File: src/rtl/shift_register_universal.sv
// shift_register_universal: loadable word store with multi-cycle shift/rotate
// commands, one bit position per clock, and a start/busy/done handshake.
module shift_register_universal #(
  parameter int              WIDTH       = 4,
  parameter int              AMT_W       = 3,
  parameter logic [WIDTH-1:0] RESET_VALUE = '0
) (
  input  logic             clk,
  input  logic             reset,
  input  logic             start,
  input  logic [2:0]       op,
  input  logic [AMT_W-1:0] amount,
  input  logic [WIDTH-1:0] data_in,
  input  logic             serial_in,
  output logic [WIDTH-1:0] q_out,
  output logic             serial_out,
  output logic             busy,
  output logic             done
);

  typedef enum logic [2:0] {
    OP_LOAD  = 3'b000,
    OP_SHL   = 3'b001,
    OP_SHR   = 3'b010,
    OP_ROL   = 3'b011,
    OP_ROR   = 3'b100,
    OP_ASR   = 3'b101,
    OP_CLEAR = 3'b110,
    OP_NOP   = 3'b111
  } op_t;

  typedef enum logic {IDLE, RUN} state_t;

  state_t           state;
  state_t           state_next;
  op_t              op_cur;
  op_t              op_reg;
  logic [AMT_W-1:0] cnt;
  logic             accept;
  logic             is_shift;
  logic             launch;
  logic             last_step;
  logic [WIDTH-1:0] step_q;
  logic             step_so;

  assign op_cur = op_t'(op);

  // Command decode: acceptance and whether it needs the multi-cycle path
  always_comb begin
    accept    = (state == IDLE) && start;
    is_shift  = (op_cur == OP_SHL) || (op_cur == OP_SHR) || (op_cur == OP_ROL) ||
                (op_cur == OP_ROR) || (op_cur == OP_ASR);
    launch    = accept && is_shift && (amount != '0);
    last_step = (state == RUN) && (cnt == AMT_W'(1));
  end

  // State register
  always_ff @(posedge clk) begin
    if (reset) state <= IDLE;
    else       state <= state_next;
  end

  // Next-state logic
  always_comb begin
    state_next = state;
    unique case (state)
      IDLE:    if (launch)    state_next = RUN;
      RUN:     if (last_step) state_next = IDLE;
      default: state_next = IDLE;
    endcase
  end

  // FSM outputs
  always_comb begin
    busy = (state == RUN);
  end

  // One step of the latched shift command applied to the current word
  always_comb begin
    step_q  = q_out;
    step_so = serial_out;
    unique case (op_reg)
      OP_SHL: begin step_q = {q_out[WIDTH-2:0], serial_in};   step_so = q_out[WIDTH-1]; end
      OP_SHR: begin step_q = {serial_in, q_out[WIDTH-1:1]};   step_so = q_out[0];       end
      OP_ROL: begin step_q = {q_out[WIDTH-2:0], q_out[WIDTH-1]}; step_so = q_out[WIDTH-1]; end
      OP_ROR: begin step_q = {q_out[0], q_out[WIDTH-1:1]};    step_so = q_out[0];       end
      OP_ASR: begin step_q = {q_out[WIDTH-1], q_out[WIDTH-1:1]}; step_so = q_out[0];    end
      default: begin step_q = q_out; step_so = serial_out; end
    endcase
  end

  // Datapath: word, serial output, step counter, latched op and done pulse
  always_ff @(posedge clk) begin
    if (reset) begin
      q_out      <= RESET_VALUE;
      serial_out <= 1'b0;
      done       <= 1'b0;
      cnt        <= '0;
      op_reg     <= OP_NOP;
    end else begin
      done <= 1'b0;
      if (state == RUN) begin
        q_out      <= step_q;
        serial_out <= step_so;
        cnt        <= cnt - AMT_W'(1);
        if (last_step) done <= 1'b1;
      end else if (accept) begin
        unique case (op_cur)
          OP_LOAD:  q_out <= data_in;
          OP_CLEAR: begin
            q_out      <= '0;
            serial_out <= 1'b0;
          end
          default:  ;
        endcase
        op_reg <= op_cur;
        cnt    <= amount;
        // single-cycle ops and zero-amount shifts finish at the accept edge
        if (!launch) done <= 1'b1;
      end
    end
  end

endmodule

File: config.mk
export PLATFORM = sky130hd
export DESIGN_NAME = shift_register_universal
export DESIGN_NICKNAME = d
export VERILOG_FILES = /design/src/rtl/shift_register_universal.sv
export SDC_FILE = /design/constraint.sdc
export NUM_CORES = 1
export LEC_CHECK = 0
export CAP_MARGIN = 10
export CORE_UTILIZATION = 52
export CTS_CLUSTER_DIAMETER = 50
export DETAILED_ROUTE_END_ITERATION = 8
export GPL_TIMING_DRIVEN = 0
export MAX_ROUTING_LAYER = met4
export PLACE_DENSITY = 0.82
export SLEW_MARGIN = 20
export SYNTH_ARGS = -nofsm -noshare
export SYNTH_HDL_FRONTEND = slang
export SYNTH_SLANG_ARGS = --single-unit
File: constraint.sdc
create_clock -name clk -period 5.82 [get_ports clk]
set_input_delay 1.164 -clock clk [delete_from_list [all_inputs] [get_ports clk]]
set_output_delay 1.164 -clock clk [all_outputs]
set_load 0.02 [all_outputs]
==> flow_metrics.py <==
metrics = {
    "status": {
        "status": "finished, final reports clean",
    },
    "timing": {
        "post-route-period-util": 0.444,
        "worst_pin_slew_ps": 536,
        "finClkSkew_ps": 3.99,
        "maxSlewHeadroom": 0.641,
        "period_needed_ps": 2580,
        "rsz0062_at_grt": "no",
        "tns_ps": 0,
        "holdWs_ps": 507,
        "final-hold-violation-count": 0,
        "fmax_mhz": 387,
        "drv_slew": 0,
        "setup_viol": 0,
    },
    "worst_setup_path": {
        "path_max_fanout": 8,
        "cp_top_family": "buffers and inverters",
        "criticalPathCategory": "flop to primary output",
        "max_stage_delay_ps": 660,
        "cp-end-kind": "primary output",
        "start_kind": "flop",
        "cp.arrival_ps": 1420,
        "slowest_stage": "clkdlybuf4s50_1",
        "crit_required_ps": 4660,
        "path_buf_inv": 1,
        "crit_chain": "clkdlybuf4s50_1",
    },
    "synthesis": {
        "syn-num-nets": 132,
        "synth-edff-count": 0,
        "yosysSeqAreaShare": 0.283,
        "synth.distinct_cells": 40,
        "synth_async_sr_flop_share": 0,
        "syn_area_per_cell_sq_um": 8.06,
        "synthCells": 114,
        "ys.flop_type": "dfxtp_1",
        "yosysWarnings": 0,
        "synth-seq-cells": 13,
        "synth.cell_area_sq_um": 918,
    },
    "clock_network": {
        "clk_latency_ps": 280,
        "cts_sinks": 13,
        "cts_buffer_depth": 2,
        "cts_buffers": 3,
        "cts_resized": 0,
        "tritoncts": "done",
        "postCtsSetupRepairBufs": 0,
        "clk_pin_slew_ps": 90,
        "htreeDepth": 1,
        "root_buffer": "clkbuf_4",
        "ctsHoldBuffers": 0,
    },
    "global_routing": {
        "grt_pass1_wl_mm": 3.93,
        "gr-total-overflow": 0,
        "grt.total_usage": 0.285,
        "antenna_found_initial": 0,
        "grt_max_degree": 11,
        "grt_pass1_vias": 894,
    },
    "drt": {
        "wl_mm": 2.22,
        "drcViolationCount": 0,
        "wl_per_cell_um": 14.4,
        "antenna_left": 0,
        "drtIter0Drc": 21,
        "avgViaCountPerCell": 5.97,
        "num_vias": 920,
        "drt_pass1_iterations": 6,
    },
    "placement": {
        "portBuffers": 20,
        "hpwl_mm": 1.65,
        "gp_congestion": 0.920,
    },
    "final_layout": {
        "antennaDiodeCount": 0,
        "fill_cells": 131,
        "drive_above_1_share": 0.0870,
        "nets": 157,
        "largest_reg_flops": 4,
        "area_growth_pct": 26.8,
    },
    "floorplan": {
        "core_sq_um": 1580,
        "io_pins": 21,
        "start_util": 0.583,
        "design.die.area_sq_um": 1940,
        "die_h_um": 44.0,
        "dieWidth_um": 44.0,
        "num_rows": 14,
    },
    "run": {
        "maxCapViolCount": 0,
    },
    "power": {
        "ir_worst_vdd_mv": 0.134,
        "cellPowerDensity_nw_per_um2": 216,
        "p_leak_nw": 0.448,
    },
    "hold_path": {
        "min_path_type": "flop to flop",
    },
}
==> final timing paths <==
| kind | start | to | slack (ps) | cells after the start |
|---|---|---|---|---|
| setup / recovery | busy | busy | 3240 | 1 |
| setup reg to reg | op_reg[1] | q_out[2] | 3800 | 8 |
| hold / removal | serial_out | serial_out | 510 | 2 |
| hold reg to reg | serial_out | serial_out | 510 | 2 |
==> Yosys cell counts (3+ instances only) <==
library cell	instances	area [sq um]
o211ai_1	3	22.5
or3b_1	3	26.3
nand2b_1	3	18.8
dfxtp_1	13	260
a21oi_1	5	25.0
ha_1	4	50.1
nor3b_1	3	22.5
nor3_1	5	25.0
nand2_1	15	56.3
nor2_1	6	22.5
nand3b_1	3	22.5
a31oi_1	4	25.0
o21ai_0	3	15.0
inv_1	9	33.8
==> layout by cell type (no fill, tap or decap), types with 3 or more instances in the layout <==
cell type,synthesis,final
a21oi_1,5,5
inv_1,9,9
o21ai_0,3,3
or3b_1,3,3
nand2_1,15,15
dfxtp_1,13,13
clkdlybuf4s50_1,0,20
a31oi_1,4,4
o211ai_1,3,3
nand2b_1,3,3
nor3b_1,3,3
nor2_1,6,6
nor3_1,5,5
clkbuf_4,0,3
nand3b_1,3,3
ha_1,4,4
==> where the power goes <==
part           switching [W]  internal [W]
clock              0.0000320     0.0000266
sequential        0.00000854     0.0000973
combinational      0.0000446     0.0000423
total              0.0000852      0.000166
==> kinds of logic after synthesis <==
group / after synthesis / synth area share
AO/OA/AOI/OAI: 37 / 0.311
XOR/XNOR: 1 / 0.00954
adder cells (fa/ha/maj): 4 / 0.0545
buffers and inverters: 15 / 0.0804
flip-flops: 13 / 0.283
AND/OR/NAND/NOR: 44 / 0.262
==> area by class of cell <==
class                           instances  area, sq um  share of cell area
Inverter                                9         33.8              0.0290
Tap cell                               16         20.0              0.0172
Buffer                                  6         40.0              0.0344
Multi-Input combinational cell         86          584               0.502
Timing Repair Buffer                   20          200               0.172
Sequential cell                        13          260               0.223
Clock buffer                            4         26.3              0.0226
==> layer usage <==
layer	vias up	share of wire	track usage	wire, um
met5	-	0	-	0
met2	28	0.51	0.482	1120
met4	0	0.016	0.145	36
met1	418	0.43	0.335	960
li1	469	-	-	-
met3	5	0.043	0.0245	96
==> worst reg2reg max path: stages, from the launching register on <==
cell and delay (ps):
dfxtp_1 370, buf_2 220, inv_1 100, ha_1 310, buf_6 140, or3b_1 340, a21oi_1 130, o21ai_0 100
a311oi_1 240
==> metrics by stage <==
step / utilization / instances / area [sq um] / worst slack, ps / total power, W
floorplan: - / 114 / 918 / 3810 / 0.000162
global placement: 0.722 / 150 / 1140 / 3090 / 0.000192
detailed placement: 0.722 / 150 / 1140 / 3080 / 0.000194
CTS: 0.739 / 154 / 1160 / 3230 / 0.000252
global route: 0.739 / 154 / 1160 / 3190 / 0.000268
finish: 0.739 / 154 / 1160 / 3240 / 0.000251
(Power assumes the default switching activity.)
